## config.mk

```make
export PLATFORM = sky130hd
export DESIGN_NAME = gtx_tx_framer
export DESIGN_NICKNAME = d
export VERILOG_FILES = /design/src/rtl/gtx_pkg.sv /design/src/rtl/gtx_comma_timer.sv /design/src/rtl/gtx_tx_framer.sv
export SDC_FILE = /design/constraint.sdc
export NUM_CORES = 1
export LEC_CHECK = 0
export BUFFER_PORTS_ARGS = -buffer_cell sky130_fd_sc_hd__buf_2
export CORE_MARGIN = 10
export CORE_UTILIZATION = 50
export DETAILED_ROUTE_END_ITERATION = 10
export GPL_ROUTABILITY_DRIVEN = 0
export PLACE_DENSITY = 0.84
export SYNTH_ARGS = -nofsm -noshare
export SYNTH_HDL_FRONTEND = slang
export SYNTH_HIERARCHICAL = 1
export SYNTH_SLANG_ARGS = --single-unit
```

## constraint.sdc

```tcl
create_clock -name clk_i -period 2.3 [get_ports clk_i]
set_input_delay 0.23 -clock clk_i [delete_from_list [all_inputs] [get_ports clk_i]]
set_output_delay 0.23 -clock clk_i [all_outputs]
set_load 0.05 [all_outputs]
```

## src/rtl/gtx_pkg.sv

```systemverilog
// Shared constants and types for the GTX TX framer and the related RX alignment logic.
package gtx_pkg;

    localparam logic [7:0] K_COMMA = 8'hBC;
    localparam logic [7:0] K_IDLE  = 8'h1C;
    localparam logic [7:0] K_SOF   = 8'hFB;
    localparam logic [7:0] K_EOF   = 8'hFD;

    typedef enum logic [1:0] {
        IDLE,
        DATA,
        EOF
    } state_e;

    // Callers truncate the result to their own lane count (at most 8 lanes).
    function automatic logic [63:0] rep_byte(input logic [7:0] b);
        return {8{b}};
    endfunction

endpackage

```

## src/rtl/gtx_comma_timer.sv

```systemverilog
// Free-running comma slot timer: comma_o is high for one word in every COMMA_PERIOD words.
module gtx_comma_timer #(
    parameter int unsigned COMMA_PERIOD = 256
) (
    input  logic clk_i,
    input  logic rst_n_i,
    output logic comma_o
);

    localparam int unsigned CNT_W = (COMMA_PERIOD > 1) ? $clog2(COMMA_PERIOD) : 1;

    logic [CNT_W-1:0] cnt_q, cnt_d;

    always_comb begin
        cnt_d = cnt_q + 1'b1;
        if (cnt_q == CNT_W'(COMMA_PERIOD - 1)) begin
            cnt_d = '0;
        end
    end

    always_ff @(posedge clk_i) begin
        if (!rst_n_i) begin
            cnt_q <= '0;
        end else begin
            cnt_q <= cnt_d;
        end
    end

    assign comma_o = (cnt_q == '0);

endmodule

```

## src/rtl/gtx_tx_framer.sv

```systemverilog
// GTX transmit framer: periodic comma, idle fill and SOF/payload/EOF framing of a
// valid/ready/last packet source onto TXDATA/TXCHARISK.
module gtx_tx_framer
    import gtx_pkg::*;
#(
    parameter int unsigned BYTES        = 2,
    parameter int unsigned COMMA_PERIOD = 256
) (
    input  logic                 clk_i,
    input  logic                 rst_n_i,
    input  logic [8*BYTES-1:0]   data_i,
    input  logic                 valid_i,
    input  logic                 last_i,
    output logic                 ready_o,
    output logic [BYTES-1:0]     ctrl_o,
    output logic [8*BYTES-1:0]   data_o,
    output logic [15:0]          frame_cnt_o
);

    localparam int unsigned DW = 8 * BYTES;

    localparam logic [DW-1:0] W_COMMA = DW'(rep_byte(K_COMMA));
    localparam logic [DW-1:0] W_IDLE  = DW'(rep_byte(K_IDLE));
    localparam logic [DW-1:0] W_SOF   = DW'(rep_byte(K_SOF));
    localparam logic [DW-1:0] W_EOF   = DW'(rep_byte(K_EOF));

    logic              comma;
    state_e            state_q, state_d;
    logic [BYTES-1:0]  ctrl_q, ctrl_d;
    logic [DW-1:0]     data_q, data_d;
    logic [15:0]       frame_cnt_q, frame_cnt_d;

    gtx_comma_timer #(
        .COMMA_PERIOD (COMMA_PERIOD)
    ) u_comma_timer (
        .clk_i   (clk_i),
        .rst_n_i (rst_n_i),
        .comma_o (comma)
    );

    // Comma slots freeze the FSM, so a pending EOF simply slips by one word.
    always_comb begin
        state_d     = state_q;
        ctrl_d      = '1;
        data_d      = W_IDLE;
        frame_cnt_d = frame_cnt_q;
        if (comma) begin
            data_d = W_COMMA;
        end else begin
            unique case (state_q)
                IDLE: begin
                    if (valid_i) begin
                        data_d  = W_SOF;
                        state_d = DATA;
                    end
                end
                DATA: begin
                    if (valid_i) begin
                        data_d = data_i;
                        ctrl_d = '0;
                        if (last_i) begin
                            state_d = EOF;
                        end
                    end
                end
                EOF: begin
                    data_d      = W_EOF;
                    frame_cnt_d = frame_cnt_q + 16'd1;
                    state_d     = IDLE;
                end
                default: state_d = IDLE;
            endcase
        end
    end

    always_ff @(posedge clk_i) begin
        if (!rst_n_i) begin
            state_q     <= IDLE;
            ctrl_q      <= '0;
            data_q      <= '0;
            frame_cnt_q <= '0;
        end else begin
            state_q     <= state_d;
            ctrl_q      <= ctrl_d;
            data_q      <= data_d;
            frame_cnt_q <= frame_cnt_d;
        end
    end

    assign ready_o     = rst_n_i && (state_q == DATA) && !comma;
    assign ctrl_o      = ctrl_q;
    assign data_o      = data_q;
    assign frame_cnt_o = frame_cnt_q;

endmodule
```

==> results.rst <==
.. list-table::
   :header-rows: 1

   * - Metric
     - Value
   * - Max-cap check violation count
     - 0
   * - Minimum clock period
     - 2.21 ns
   * - Synth warn
     - 6
   * - Placement Rows
     - 21
   * - Number of diodes
     - 0
   * - Drt first-iter violations
     - 80
   * - Worst max-slew margin expressed relative to the limit
     - 0.648
   * - Overflow left after global routing
     - 0
   * - Global-route wire length before repair
     - 7020 um
   * - Highest-count cells in the layout ignoring fill and taps
     - 53 x buf_2, 42 x dfxtp_1, 25 x nor2_1
   * - Worst skew pair latency
     - 0.35 ns
   * - Path type of the worst setup path
     - reg2out
   * - Clock tree from TritonCTS
     - done
   * - Library cell occupying the most area in the post-synthesis netlist
     - dfxtp_1
   * - Root Buffer Master
     - clkbuf_4
   * - Switching share of power
     - 0.301
   * - Routed WL
     - 4390 um
   * - Initial Util
     - 0.533
   * - Synthesized-area fraction occupied by and/or/nand/nor cells
     - 0.284
   * - Mapped Cells
     - 213
   * - Final instance area
     - 0.00228 sq mm
   * - Post-layout nets
     - 294
   * - NetSw
     - 0.455 mW
   * - Relative contribution of the clock network to total power
     - 0.269
   * - Area occupied by registers
     - 865 sq um
   * - Type of element launching the critical path
     - flip-flop
   * - Worst hold stages
     - 3
   * - Seq/Total Area, Yosys
     - 0.473
   * - Clock-pin transition on the worst setup and hold timing paths
     - 0.11 ns
   * - Average detailed-routed wire length per instance
     - 13.8 um
   * - Max H-tree Level
     - 2
   * - Fraction of synthesized area in multiplexers
     - 0.0110
   * - Hpwl dp
     - 3180 um
   * - Post-Synthesis Net Count
     - 236
   * - Max IR drop VDD
     - 434 uV
   * - RSZ-0062 raised after global routing
     - yes
   * - Filler cells
     - 284
   * - Sinks on the clock net
     - 43
   * - Final total power
     - 1.51 mW
   * - Top-level I/O count
     - 55
   * - Finish-stage setup viols
     - 0
   * - Xor and xnor area share after synthesis
     - 0.0578
   * - Maximum number of pins on one net before global-route repair
     - 19
   * - Setup ws final
     - 0.0903 ns
   * - Overall routing resource usage
     - 0.133
   * - Maximum buffer depth of the clock tree
     - 2
   * - Area enclosed by the die boundary
     - 0.00645 sq mm
   * - Lkg Pwr
     - 1.01 nW
   * - Vias in the first global route
     - 1598
   * - X dimension of the die
     - 80.3 um
   * - Count of unique library cells instantiated by Yosys
     - 39
   * - Part of the power in registers
     - 0.529
   * - Post-synth design cell area
     - 0.00182 sq mm
   * - Fraction of the mapped netlist area in compound gates
     - 0.100
   * - Synthesized-area fraction occupied by adder cells
     - 0.0206
   * - EDFF count, synth
     - 0
   * - Maximum clock frequency
     - 453 MHz
   * - Vias post-DR
     - 1651
   * - Final worst-path cycle share
     - 0.961
   * - Data arrival time of the critical path
     - 1.98 ns
   * - Worst Clk Skew
     - 0.00924 ns
   * - Register bit total from synthesis
     - 43
   * - Die outline height
     - 80.3 um
   * - Proportion of register bits with asynchronous set or reset after synthesis
     - 0
   * - Cell area power density
     - 663 mW/mm^2
   * - Class of the tightest hold or removal check
     - in2reg
   * - Combined area of the multi-input logic cells
     - 908 sq um
   * - Maximum fanout along the worst path
     - 5
   * - Remaining design rule violation count
     - 0
   * - Count of antenna-violating nets left after detailed routing
     - 0
   * - Number of buffers inserted during clock tree synthesis
     - 5
   * - Cell Int Power
     - 1.06 mW
   * - Fin. Hold Viols
     - 0
   * - Worst slack at placement
     - 0.171 ns
   * - Number of pins with negative max-slew slack in the final report
     - 0
   * - Count of buffers from port buffering
     - 54
   * - Top-area cell type share of the netlist area
     - 0.473
   * - Synth Flop Type
     - dfxtp_1
   * - Post-detailed-placement cell area
     - 0.00215 sq mm
   * - Status
     - completed
   * - Worst-margin pin slew
     - 0.524 ns
   * - 1st-pass router iterations
     - 4
   * - Share of layout cells above drive strength 1
     - 0.290
   * - Area growth syn-to-layout
     - 25.5%
   * - Area of the core region
     - 0.00342 sq mm
   * - Most frequent standard cell in the layout excluding fill and tap cells
     - buf_2
   * - Data required time of the worst path
     - 2.07 ns
   * - Number of antenna violations at the first check in global routing
     - 0
   * - Worst R2R Path Depth
     - 10
   * - Combinational group share of total power
     - 0.202
   * - Type of element capturing the critical path
     - output port
   * - Synthesized area per cell
     - 8.54 sq um
   * - Largest family of logic cells by synthesized area
     - simple AND/OR/NAND/NOR gates
   * - Vias per cell
     - 5.19
   * - Largest cells by area after synthesis
     - dfxtp_1 47%, a21oi_1 5.8%, nor2_1 5.2%, nand2_1 4.3%, nand2b_1 3.4%
[flip-flops by register name, indices dropped and copies added, names as in the netlist]
name / cells
u_comma_timer/cnt_q: 8
ctrl_o: 1
data_o: 16
frame_cnt_o: 16
state_q: 2
[cell families (layout without fill, tap and decap cells)]
| family | count (synthesis) | count (layout) |
|---|---|---|
| AOI/OAI and AO/OA | 32 | 32 |
| muxes | 2 | 2 |
| and+or+nand+nor | 97 | 97 |
| xor gates and xnor gates | 12 | 12 |
| buffers and inverters | 24 | 83 |
| adders and majority gates | 3 | 3 |
| DFF | 43 | 43 |
[critical path: stages (launching register included)]
cell and delay (ns):
dfxtp_4 0.38, inv_4 0.06, ha_4 0.11, or4b_4 0.46, nor4_4 0.24, buf_4 0.18, nor4b_4 0.05, buf_6 0.16
[what timing repair did]
item / CTS / global route
resized for setup: 0 / 13
buffers inserted: 1 / 1
pin swaps: 0 / 1
setup endpoints to repair: 1 / 2
hold buffers: 0 / 0
[layer usage]
layer	global-route usage	wire [um]
met2	0.213	2090
met4	0.0581	57
met5	0	0
met1	0.151	1820
met3	0.0579	425
[cells in the mapped netlist, drive strengths merged (4+ instances only)]
master,count
o21ai,4
xnor2,7
nand3,6
a21oi,21
buf,4
or3,5
clkbuf,6
nor2,25
xor2,5
nand2b,10
nand4,7
dfxtp,43
inv,14
nand2,22
[final timing paths]
path	start	end	slack [ns]
setup / recovery	u_comma_timer/cnt_q[1]	ready_o	0.09
hold / removal	data_i[3]	data_o[3]	0.07
setup reg to reg	u_comma_timer/cnt_q[1]	state_q[1]	0.14
hold reg to reg	frame_cnt_o[14]	frame_cnt_o[14]	0.51
[metrics by stage]
stage / setup TNS (ns) / std cells / utilization / hold WS [ns]
after global routing: -0.0202 / 318 / 0.668 / 0.0719
after CTS: 0 / 317 / 0.653 / 0.0694
final: 0 / 318 / 0.668 / 0.0699
after global placement: 0 / 308 / 0.630 / 0.420
after detailed placement: 0 / 308 / 0.630 / 0.430
after floorplan: 0 / 213 / - / 0.337
[power by group through the flow]
stage | sequential [mW] | clock [mW] | combinational (mW)
global route | 0.804 | 0.444 | 0.332
CTS | 0.799 | 0.416 | 0.287
finish | 0.800 | 0.407 | 0.306
detailed placement | 0.815 | 0 | 0.281
floorplan | 0.915 | 0 | 0.103
global placement | 0.813 | 0 | 0.277
[area by class of cell]
type,instances,share of cell area
sequential,43,0.379
multi-input combinational,146,0.398
clock buffer,8,0.0301
inverter,14,0.0241
tap,46,0.0252
timing repair buffer,61,0.144
No activity file was read; power rests on OpenSTA's default activity.
